`src/rtl/upcounter_ctrl.sv`:
```
// rtl/upcounter_ctrl.sv - run/stop/clear controller and tick scheduler for the up-counter display path
// Optional feature macro: UPCNT_DOWN_EN (adds i_dir, down-count with wrap to MAX_COUNT)
module upcounter_ctrl #(
  parameter int CLK_HZ    = 100_000_000,
  parameter int TICK_HZ   = 10,
  parameter int MAX_COUNT = 9999,
  parameter int CNT_W     = 14
) (
  input  logic             i_clk,
  input  logic             i_reset_n,
  input  logic             i_btn_run,
  input  logic             i_btn_clear,
`ifdef UPCNT_DOWN_EN
  input  logic             i_dir,
`endif
  output logic [CNT_W-1:0] o_count,
  output logic             o_tick,
  output logic             o_wrap,
  output logic             o_running,
  output logic [1:0]       o_state
);

  localparam int DIV = CLK_HZ / TICK_HZ;
  localparam int PW  = (DIV > 2) ? $clog2(DIV) : 1;
  localparam logic [PW-1:0]    PRESC_LAST = PW'(DIV - 1);
  localparam logic [CNT_W-1:0] CNT_MAX    = CNT_W'(MAX_COUNT);

  typedef enum logic [1:0] {
    ST_STOP  = 2'b00,
    ST_RUN   = 2'b01,
    ST_CLEAR = 2'b10
  } state_t;

  state_t           state;
  state_t           next_state;
  logic [1:0]       run_sync;
  logic [1:0]       clear_sync;
  logic             run_prev;
  logic             clear_prev;
  logic             run_evt;
  logic             clear_evt;
  logic             count_down;
  logic [PW-1:0]    presc_q;
  logic [PW-1:0]    presc_d;
  logic [CNT_W-1:0] count_q;
  logic [CNT_W-1:0] count_d;
  logic             tick_d;
  logic             wrap_d;

  // Button levels are asynchronous: two flops before the edge detector.
  always_ff @(posedge i_clk or negedge i_reset_n) begin
    if (!i_reset_n) begin
      run_sync   <= 2'b00;
      clear_sync <= 2'b00;
      run_prev   <= 1'b0;
      clear_prev <= 1'b0;
    end else begin
      run_sync   <= {run_sync[0], i_btn_run};
      clear_sync <= {clear_sync[0], i_btn_clear};
      run_prev   <= run_sync[1];
      clear_prev <= clear_sync[1];
    end
  end

  assign run_evt   = run_sync[1] & ~run_prev;
  assign clear_evt = clear_sync[1] & ~clear_prev;

`ifdef UPCNT_DOWN_EN
  logic [1:0] dir_sync;

  always_ff @(posedge i_clk or negedge i_reset_n) begin
    if (!i_reset_n) begin
      dir_sync <= 2'b00;
    end else begin
      dir_sync <= {dir_sync[0], i_dir};
    end
  end

  assign count_down = dir_sync[1];
`else
  assign count_down = 1'b0;
`endif

  always_ff @(posedge i_clk or negedge i_reset_n) begin
    if (!i_reset_n) begin
      state <= ST_STOP;
    end else begin
      state <= next_state;
    end
  end

  // Clear outranks run; anything arriving during CLEAR is dropped.
  always_comb begin
    next_state = state;
    case (state)
      ST_STOP: begin
        if (clear_evt)    next_state = ST_CLEAR;
        else if (run_evt) next_state = ST_RUN;
      end
      ST_RUN: begin
        if (clear_evt)    next_state = ST_CLEAR;
        else if (run_evt) next_state = ST_STOP;
      end
      default: next_state = ST_STOP;
    endcase
  end

  always_comb begin
    presc_d = '0;
    count_d = count_q;
    tick_d  = 1'b0;
    wrap_d  = 1'b0;
    case (state)
      ST_RUN: begin
        // A stop press landing on the terminal cycle cancels that tick.
        if (presc_q == PRESC_LAST) begin
          tick_d = ~run_evt;
        end else begin
          presc_d = presc_q + PW'(1);
        end
        if (next_state != ST_RUN) begin
          presc_d = '0;
        end
        if (tick_d) begin
          if (count_down) begin
            if (count_q == '0) begin
              count_d = CNT_MAX;
              wrap_d  = 1'b1;
            end else begin
              count_d = count_q - CNT_W'(1);
            end
          end else begin
            if (count_q == CNT_MAX) begin
              count_d = '0;
              wrap_d  = 1'b1;
            end else begin
              count_d = count_q + CNT_W'(1);
            end
          end
        end
      end
      ST_CLEAR: count_d = '0;
      default: ;
    endcase
  end

  always_ff @(posedge i_clk or negedge i_reset_n) begin
    if (!i_reset_n) begin
      presc_q   <= '0;
      count_q   <= '0;
      o_tick    <= 1'b0;
      o_wrap    <= 1'b0;
      o_running <= 1'b0;
    end else begin
      presc_q   <= presc_d;
      count_q   <= count_d;
      o_tick    <= tick_d;
      o_wrap    <= wrap_d;
      o_running <= (next_state == ST_RUN);
    end
  end

  assign o_count = count_q;
  assign o_state = state;

endmodule

```
`config.mk`:
```
export PLATFORM = sky130hd
export DESIGN_NAME = upcounter_ctrl
export DESIGN_NICKNAME = d
export VERILOG_FILES = /design/src/rtl/upcounter_ctrl.sv
export SDC_FILE = /design/constraint.sdc
export NUM_CORES = 1
export LEC_CHECK = 0
export ABC_CLOCK_PERIOD_IN_PS = 2860
export BUFFER_PORTS_ARGS = -buffer_cell sky130_fd_sc_hd__clkbuf_2
export CAP_MARGIN = 40
export CORE_UTILIZATION = 40
export CTS_BUF_LIST = sky130_fd_sc_hd__clkbuf_16
export DETAILED_ROUTE_END_ITERATION = 8
export PLACE_DENSITY = 0.67
export SETUP_SLACK_MARGIN = 0.1
export SYNTH_ARGS = -nofsm -noshare
export SYNTH_HDL_FRONTEND = slang
export SYNTH_SLANG_ARGS = --single-unit
export TNS_END_PERCENT = 10
```
`constraint.sdc`:
```
create_clock -name i_clk -period 2.86 [get_ports i_clk]
set_input_delay 0.572 -clock i_clk [delete_from_list [all_inputs] [get_ports i_clk]]
set_output_delay 0.572 -clock i_clk [all_outputs]
set_load 0.01 [all_outputs]
```
==> results.yml, run 1 <==
detailed_routing:
  wire_per_inst_um: 14.0
  via_count: 1954
  drtPass1Iterations: 4
  drc: 0
  vias_per_cell: 5.43
  drt_iter0_markers: 119
  antenna_left: 0
  drt-total-wl_mm: 5.05
global_routing:
  grt-ovfl-total: 0
  grtUsageTotal_pct: 18.3
  antenna_found_initial: 0
  grt_pass1_wl_mm: 8.98
  grt_max_degree: 25
  first_global_vias: 1922
floorplan:
  initial_utilization_pct: 42.2
  die_area_um2: 6230
  die_w_um: 79.0
  core_um2: 5610
  fp.dieH_um: 79.0
  num_rows: 27
  io_pins: 23
clock_tree:
  numCtsBuffers: 5
  cts_root_buffer: "clkbuf_16"
  cts.sinks: 49
  clk_latency_ns: 0.29
  cts_hold_buf: 0
  h-tree-depth: 2
  cts_tree: "yes"
  clk_pin_slew_ns: 0.07
  clockBufferDepth: 2
synthesis:
  synth_edf_count: 0
  syn_inst: 247
  synth.distinct_cells: 36
  synth_area_um2: 2370
  async_reset_ff_share_pct: 100
  yosys.area.top_type: "dfrtp_1"
  yosysMostFrequentCell: "dfrtp_1"
  syn-num-nets: 253
  synth_common_cells: "dfrtp_1, nor2_1, nand3_1, xnor2_1"
  ys_ff_latch: 49
  synth.area.top_cells: "dfrtp_1, xnor2_1, nor2_1"
  ys_seq_area_share_pct: 51.8
  yosysWarnings: 0
  synthFlopType: "dfrtp_1"
  synth_top_area_share_pct: 51.8
  postSynthAreaPerCell_um2: 9.59
placement:
  gp_congestion: 0.810
  io_buffer_count: 22
  placed_cells: 348
  place_hpwl_mm: 3.45
timing:
  tightest_slew_ns: 0.454
  setup_tns_ns: 0
  final_max_slew_viol_count: 0
  setup_viol: 0
  fin_crit_ns: 2.65
  fin_skew_ns: 0.00908
  fmax_mhz: 377
  rsz0062_at_grt: "true"
  period_share_pct: 92.7
  relSlewSlack_pct: 69.5
  hold_viol: 0
worst_setup_path:
  arrival_ns: 2.86
  cp-start-kind: "flop"
  crit_fanout: 8
  endpoint_kind: "flop"
  required_ns: 3.07
  path_class: "reg -> reg"
power:
  ir_drop_uv: 301
  total_power_w: 0.00137
  p_per_area_nw_per_um2: 480
  p_leak_nw: 1.16
finish:
  drive_gt1_share_pct: 19.4
  nets: 293
  layoutNonFillerInstCount: 360
  syn2layout_area_growth_pct: 20.9
  antennaDiodeCount: 0
worst_hold_path:
  hold_class: "in -> async"
job:
  drv_cap: 0
status:
  outcome: "complete, no violations"
[cell families after synthesis]
kind of cell    share of synthesized area (%)
buf+inv                                  2.75
flops                                    51.8
xor+xnor                                 8.50
compound gates                           7.71
simple gates                             28.2
fa+ha+maj                                1.06
[registers in the layout (all words and copies together), names as in the netlist, 2 cells and up]
name        cells
run_sync        2
o_state         2
presc_q        24
o_count        14
clear_sync      2
[per-layer routing]
| metal | track usage [%] | up-vias | part of all wire (%) |
|---|---|---|---|
| li1 | - | 956 | - |
| met1 | 24.1 | 955 | 48 |
| met2 | 30.2 | 36 | 48 |
| met3 | 3.22 | 7 | 3.1 |
| met4 | 7.09 | 0 | 1.2 |
| met5 | 0 | - | 0 |
[report_power, final]
part	leakage, nW	switching [W]	internal (W)
Sequential	0.668	0.00000592	0.000703
Clock	0.0763	0.000269	0.000335
Combinational	0.421	0.0000399	0.0000219
[worst max-delay path, cell delays in order (launching register included)]
cell and delay (ns):
dfrtp_1 0.38, or4b_1 0.52, or4_4 0.43, or4_4 0.44
buf_6 0.15, or4_1 0.49, a21oi_1 0.15
[final timing paths]
check,from,to,slack [ns],cells past startpoint
worst max register to register,presc_q[16],o_count[13],0.21,6
worst min register to register,clear_sync[0],clear_sync[1],0.35,0
max in group asynchronous,i_reset_n,presc_q[2],2.15,2
min in group i_clk,clear_sync[0],clear_sync[1],0.35,0
worst max-delay path,presc_q[16],o_count[13],0.21,6
worst min-delay path,i_reset_n,o_count[6],0.21,1
[timing repair]
item,in CTS,in global routing
buffers inserted,3,0
pin swaps,1,1
gates cloned,1,0
setup endpoints to repair,7,2
resized for setup,3,2
[per-stage QoR]
stage	utilization [%]	cell area [um2]	setup slack [ns]	hold slack, ns
after detailed placement	47.5	2660	0.0846	0.335
after CTS	50.9	2860	0.200	0.214
final	51.0	2860	0.208	0.207
after global placement	47.0	2640	0.149	0.336
after floorplan	-	2370	0.182	0.276
after global routing	51.0	2860	0.103	0.231
[layout by cell type, fill, tap and decap left out, types with 6 or more instances in the layout]
cell type / netlist / routed
clkbuf_2: 0 / 22
xnor2_1: 17 / 17
buf_4: 0 / 16
o21ai_1: 7 / 7
inv_1: 6 / 6
a21oi_1: 15 / 13
nand3_1: 19 / 19
nand2_1: 15 / 15
dfrtp_1: 49 / 49
xor2_1: 6 / 6
or3_1: 6 / 6
nor2_1: 37 / 37
nor3_1: 13 / 13
or4_1: 11 / 9
nand4_1: 6 / 6
[cell type report]
class / count / area (um2)
fill: 527 / 2750
sequential: 49 / 1230
multi-input combinational: 183 / 1090
timing repair buffer: 41 / 274
clock buffer: 5 / 125
tap: 72 / 90.1
clock inverter: 3 / 28.8
inverter: 7 / 26.3
No activity file was read; power rests on OpenSTA's default activity.
==> run 2, diff against run 1 <==
--- a/config.mk
+++ b/config.mk
@@ -5,13 +5,14 @@
 export SDC_FILE = /design/constraint.sdc
 export NUM_CORES = 1
 export LEC_CHECK = 0
-export ABC_CLOCK_PERIOD_IN_PS = 2860
+export ABC_AREA = 1
+export ABC_CLOCK_PERIOD_IN_PS = 2900
 export BUFFER_PORTS_ARGS = -buffer_cell sky130_fd_sc_hd__clkbuf_2
 export CAP_MARGIN = 40
 export CORE_UTILIZATION = 40
 export CTS_BUF_LIST = sky130_fd_sc_hd__clkbuf_16
 export DETAILED_ROUTE_END_ITERATION = 8
-export PLACE_DENSITY = 0.67
+export PLACE_DENSITY = 0.64
 export SETUP_SLACK_MARGIN = 0.1
 export SYNTH_ARGS = -nofsm -noshare
 export SYNTH_HDL_FRONTEND = slang
==> constraint.sdc (replaced) <==
create_clock -name i_clk -period 2.9 [get_ports i_clk]
set_input_delay 0.58 -clock i_clk [delete_from_list [all_inputs] [get_ports i_clk]]
set_output_delay 0.58 -clock i_clk [all_outputs]
set_load 0.01 [all_outputs]
==> run 2 against run 1 <==
Largest cell class is now multi-input gates. Synthesized cell count rose by 33%. Non-clock buffer count shrank 18. Total power fell by 4.1%. Count of clock-buffer cells in the layout stayed put. Worst hold slack gained 0.15 ns. First-iteration DRC count shrank 10%. Sequential share of layout area down 1.6 points. Sequential power shrank 1%. Highest routed layer unchanged. Critical path depth rose by 2. Critical path type unchanged.
==> results.yml, run 2 <==
synthesis:
  syn_inst: 328
  ys_ff_latch: 49
  async_reset_ff_share_pct: 100
  postSynthAreaPerCell_um2: 8.11
  synth.area.top_cells: "dfrtp_1, nand2_1, nand3_1"
  synth_edf_count: 0
  ys_seq_area_share_pct: 46.1
  synth_area_um2: 2660
  synthFlopType: "dfrtp_1"
  syn-num-nets: 334
  synth.distinct_cells: 27
  yosys.area.top_type: "dfrtp_1"
  synth_common_cells: "nand2_1, nor2_1, dfrtp_1, nand3_1, inv_1"
  synth_top_area_share_pct: 46.1
  yosysMostFrequentCell: "nand2_1"
  yosysWarnings: 0
power:
  p_per_area_nw_per_um2: 443
  seq_power_share_pct: 53.1
  p_leak_nw: 1.40
  power_frac_clock_pct: 43.1
  internal_power_w: 0.00102
  p_switching_w: 0.000297
  combPwrFrac_pct: 3.9
  ir_drop_uv: 323
  swShare_pct: 22.5
clock_tree:
  post_cts_buffers: 0
  cts_hold_buf: 0
  cts_root_buffer: "clkbuf_16"
  cts.sinks: 49
  clk_latency_ns: 0.29
  numCtsBuffers: 5
  cts_tree: "yes"
  ctsResizeCount: 0
  h-tree-depth: 2
  clockBufferDepth: 2
  clk_pin_slew_ns: 0.06
finish:
  largest_reg_flops: 24
  antennaDiodeCount: 0
  mostFrequentLayoutCell: "nand2_1"
  drive_gt1_share_pct: 15.5
  syn2layout_area_growth_pct: 11.8
  top_register: "presc_q"
  fin_util_pct: 46.6
  nets: 360
  mostFrequentLayoutCells: "nand2_1, nor2_1, dfrtp_1, nand3_1, inv_1"
detailed_routing:
  wire_per_inst_um: 11.9
  top_layer: "met4"
  vias_per_cell: 4.86
  wl_met1_mm: 2.50
  wl_met3_um: 203
  via_count: 2098
  drt-total-wl_mm: 5.16
  drc: 0
  met2_length_mm: 2.37
  drt_iter0_markers: 107
  antenna_left: 0
  drtPass1Iterations: 4
worst_setup_path:
  reg2reg_to: "presc_q[18]"
  required_ns: 3.08
  crit_fanout: 18
  ff2ff_setup_slack_ns: 1.19
  arrival_ns: 1.89
  crit_start: "presc_q[0]"
  path_class: "reg -> reg"
  ff2ff_path_depth: 8
  crit_end: "presc_q[18]"
  cp-start-kind: "flop"
  endpoint_kind: "flop"
  regToRegStartpoint: "presc_q[0]"
placement:
  io_buffer_count: 22
  placement.setup.worst_slack_ns: 1.19
  gp_congestion: 0.847
  place_hpwl_mm: 3.62
global_routing:
  grt_pass1_wl_mm: 9.21
  antenna_found_initial: 0
  first_global_vias: 2001
  grt_max_degree: 50
  grtUsageTotal_pct: 16.6
  grt-ovfl-total: 0
timing:
  tightest_slew_ns: 0.618
  relSlewSlack_pct: 58.8
  final_max_slew_viol_count: 0
  setup_viol: 0
  hold_viol: 0
  period_share_pct: 59.1
  worst_slack_ns: 1.19
  fin_crit_ns: 1.71
  rsz0062_at_grt: "false"
  setup_tns_ns: 0
  fmax_mhz: 584
  fin_skew_ns: 0.00787
floorplan:
  fp.dieH_um: 83.5
  die_w_um: 83.5
  die_area_um2: 6980
  core_um2: 6390
  num_rows: 29
  io_pins: 23
  initial_utilization_pct: 41.6
job:
  drv_cap: 0
worst_hold_path:
  hold_class: "reg -> reg"
status:
  outcome: "complete, no violations"
-- run 2: cell types whose count changed after synthesis, sizes merged, moves of 7 or more --
cell	before	now
a21oi	15	6
inv	7	33
nand2	15	77
nand3	19	51
nor2	37	67
o21ai	7	0
or4	11	0
xnor2	17	6
xor2	6	13
-- run 2: logic make-up (layout without fill, tap and decap cells) --
kind of cell    count (synthesis)  in the layout  share of synthesized area [%]
compound gates                  6              6                           1.13
flops                          49             49                           46.1
buf+inv                        38             65                           6.40
fa+ha+maj                       2              2                          0.941
simple gates                  214            214                           39.2
xor+xnor                       19             19                           6.26
-- run 2: layout make-up --
type	count	area, um2
Clock inverter	3	17.5
Inverter	34	128
Timing Repair Buffer	23	118
Multi-Input combinational cell	241	1260
Clock buffer	5	125
Fill cell	649	3410
Tap cell	77	96.3
Sequential cell	49	1230
-- run 2: worst min-delay path by stage --
stage,from,end,depth (start not counted)
after floorplan,i_reset_n,clear_prev,0
after global placement,run_sync[0],run_sync[1],0
after detailed placement,clear_sync[0],clear_sync[1],0
after CTS,clear_sync[0],clear_sync[1],0
after global routing,clear_sync[0],clear_sync[1],0
final,clear_sync[0],clear_sync[1],0
-- run 2: worst max-delay path, cell delays in order, from the launching register on --
cell and delay (ns):
dfrtp_1 0.37, ha_1 0.24, nand3_4 0.13, nor2_4 0.16
nand3_4 0.12, nand2_2 0.30, inv_2 0.14, nand2_1 0.09
nor2_1 0.04
-- run 2: metrics by stage --
stage / total power [W] / cells / cell area [um2] / hold WS [ns]
after floorplan: 0.000740 / 328 / 2660 / 0.284
after global placement: 0.000765 / 424 / 2830 / 0.333
after detailed placement: 0.000765 / 424 / 2830 / 0.345
after CTS: 0.00134 / 432 / 2970 / 0.360
after global routing: 0.00137 / 432 / 2970 / 0.370
final: 0.00132 / 432 / 2970 / 0.357
-- run 2: routing by layer --
metal  track usage (%)  vias to the layer above
met3              3.66                        6
met1              21.5                      956
li1                  -                     1095
met5                 0                        -
met2              27.0                       41
met4              6.93                        0
-- run 2: power by group through the flow --
stage / Combinational [W] / Sequential, W / Clock (W)
finish: 0.0000511 / 0.000699 / 0.000568
floorplan: 0.0000272 / 0.000713 / 0
CTS: 0.0000532 / 0.000699 / 0.000587
global placement: 0.0000532 / 0.000711 / 0
global route: 0.0000599 / 0.000700 / 0.000607
detailed placement: 0.0000529 / 0.000712 / 0
==> run 3, diff against run 2 <==
--- a/config.mk
+++ b/config.mk
@@ -6,7 +6,7 @@
 export NUM_CORES = 1
 export LEC_CHECK = 0
 export ABC_AREA = 1
-export ABC_CLOCK_PERIOD_IN_PS = 2900
+export ABC_CLOCK_PERIOD_IN_PS = 1600
 export BUFFER_PORTS_ARGS = -buffer_cell sky130_fd_sc_hd__clkbuf_2
 export CAP_MARGIN = 40
 export CORE_UTILIZATION = 40
==> constraint.sdc (replaced) <==
create_clock -name i_clk -period 1.6 [get_ports i_clk]
set_input_delay 0.32 -clock i_clk [delete_from_list [all_inputs] [get_ports i_clk]]
set_output_delay 0.32 -clock i_clk [all_outputs]
set_load 0.01 [all_outputs]
==> run 3 against run 2 <==
Fmax is 19% higher. Critical path depth stayed put. Wire length is 5.9% higher. Total power is 95% higher. Sequential share of layout area is 3.1 points lower. Non-clock buffer count is 16 higher. Sequential cell count stayed put. Clock power is 110% higher. Via count is 4.5% higher. Register-to-register slack worse by 1.0 ns. Critical endpoint is now o_count[2]. Clock skew is 0.0028 ns lower.
==> results.yml, run 3 (same netlist as run 2, synthesis figures left out) <==
worst_setup_path:
  crit_fanout: 8
  ff2ff_setup_slack_ns: 0.16
  slowest_stage: "dfrtp_1"
  arrival_ns: 1.67
  endpoint_kind: "flop"
  path_class: "reg -> reg"
  regToRegStartpoint: "presc_q[1]"
  ff2ff_path_depth: 8
  path_cells: "ha_4 > nand3_4 > nor2_4 > nand3_4 > nor2_8 > buf_12 > nand3_1 > nand2_1"
  cpPeakStageDelay_ns: 0.41
  required_ns: 1.83
  cp-start-kind: "flop"
  reg2reg_to: "o_count[2]"
  crit_path_frequent_cell: "nand3_4"
detailed_routing:
  drt_iter0_markers: 105
  wl_met3_um: 197
  met2_length_mm: 2.50
  wl_met1_mm: 2.70
  via_count: 2192
  drt-total-wl_mm: 5.46
  drc: 0
  vias_per_cell: 4.89
  drtPass1Iterations: 5
  top_layer: "met4"
  antenna_left: 0
  wire_per_inst_um: 12.2
clock_tree:
  cts.sinks: 49
  cts_root_buffer: "clkbuf_16"
  clk_pin_slew_ns: 0.06
  h-tree-depth: 2
  clockBufferDepth: 2
  cts_tree: "yes"
  numCtsBuffers: 5
  clk_latency_ns: 0.29
power:
  p_per_area_nw_per_um2: 801
  combPwrFrac_pct: 4.4
  internal_power_w: 0.00203
  seq_power_share_pct: 49.2
  ir_drop_uv: 615
  power_frac_clock_pct: 46.4
  total_power_w: 0.00258
  p_leak_nw: 1.48
  p_switching_w: 0.000550
  swShare_pct: 21.4
timing:
  hold_viol: 0
  fin_crit_ns: 1.44
  tightest_slew_ns: 0.399
  rsz0062_at_grt: "true"
  setup_viol: 0
  setup_tns_ns: 0
  fin_skew_ns: 0.00505
  relSlewSlack_pct: 73.4
  period_share_pct: 90.0
  fmax_mhz: 694
  final_max_slew_viol_count: 0
finish:
  nFillCells: 615
  fin_util_pct: 50.3
  syn2layout_area_growth_pct: 20.9
  mostFrequentLayoutCell: "nand2_1"
  mostFrequentLayoutCells: "nand2_1, nor2_1, dfrtp_1, nand3_1, inv_1"
  top_register: "presc_q"
  antennaDiodeCount: 0
  drive_gt1_share_pct: 21.8
  nets: 376
  largest_reg_flops: 24
  layoutNonFillerInstCount: 448
floorplan:
  num_rows: 29
  die_area_um2: 6980
  die_w_um: 83.5
  io_pins: 23
  fp.dieH_um: 83.5
  core_um2: 6390
  initial_utilization_pct: 41.6
status:
  outcome: "complete, no violations"
global_routing:
  grt-ovfl-total: 0
  grt_pass1_wl_mm: 9.50
  grt_max_degree: 32
  antenna_found_initial: 0
  grtUsageTotal_pct: 16.7
  first_global_vias: 2036
placement:
  io_buffer_count: 22
  gp_congestion: 0.807
  placed_cells: 432
  place_hpwl_mm: 3.79
job:
  drv_cap: 0
worst_hold_path:
  hold_class: "in -> reg"
  hp-start: "i_btn_clear"
  holdPathEnd: "clear_sync[0]"
  whs_path_depth: 1
==> run 3: cell types whose count changed in the layout (fill, tap and decap cells not counted), moves of 2 or more <==
cell / delta
nor2_1: -6
nor2_4: +3
buf_4: +12
nor2_2: +3
ha_1: -2
buf_12: +2
==> run 3: final cells by class <==
cell class / count / area [um2] / share of cell area (%)
clock buffer: 5 / 125 / 3.89
tap: 77 / 96.3 / 3.00
timing repair buffer: 39 / 269 / 8.37
multi-input combinational: 241 / 1330 / 41.3
inverter: 34 / 128 / 3.97
sequential: 49 / 1230 / 38.1
clock inverter: 3 / 41.3 / 1.28
==> run 3: power groups by stage <==
stage                     logic [W]  clock network (W)  registers [W]
after floorplan           0.0000493                  0        0.00129
after global placement     0.000112                  0        0.00129
after detailed placement   0.000113                  0        0.00129
after CTS                  0.000116            0.00122        0.00127
after global routing       0.000130            0.00126        0.00127
final                      0.000114            0.00119        0.00127
==> run 3: worst max-delay path by stage <==
stage / startpoint / to / slack, ns / cells after the start
global route: o_count[0] / o_count[12] / 0.06 / 9
floorplan: o_count[0] / o_count[0] / 0.10 / 6
detailed placement: presc_q[0] / o_count[2] / 0.13 / 7
global placement: presc_q[0] / o_count[2] / 0.14 / 7
CTS: presc_q[0] / o_count[2] / 0.11 / 7
finish: presc_q[1] / o_count[2] / 0.16 / 8
==> run 3: what timing repair did <==
| item | in CTS | in global routing |
|---|---|---|
| endpoints found under the hold margin | 9 | 0 |
| hold buffers | 1 | 0 |
| gates resized for setup | 0 | 18 |
| setup buffers | 0 | 7 |
| setup endpoints to repair | 0 | 39 |
==> run 3: worst max-delay path, delay by kind of cell (launching register included) <==
family	cells	cell delay, ns
buffers and inverters	1	0.13
AND/OR/NAND/NOR	6	0.67
adder cells (fa/ha/maj)	1	0.17
flip-flops	1	0.41
==> run 3: layer usage <==
metal	vias to the layer above	GRT usage [%]
met5	-	0
met4	0	5.08
met3	7	3.17
met2	46	26.2
met1	1017	23.6
li1	1122	-
==> run 3: metrics by stage <==
| stage | area, um2 | setup WS, ns | hold WS, ns |
|---|---|---|---|
| CTS | 3080 | 0.108 | 0.130 |
| finish | 3210 | 0.160 | 0.136 |
| detailed placement | 2900 | 0.129 | 0.309 |
| global placement | 2900 | 0.135 | 0.302 |
| floorplan | 2660 | 0.103 | 0.0244 |
| global route | 3210 | 0.0647 | 0.127 |
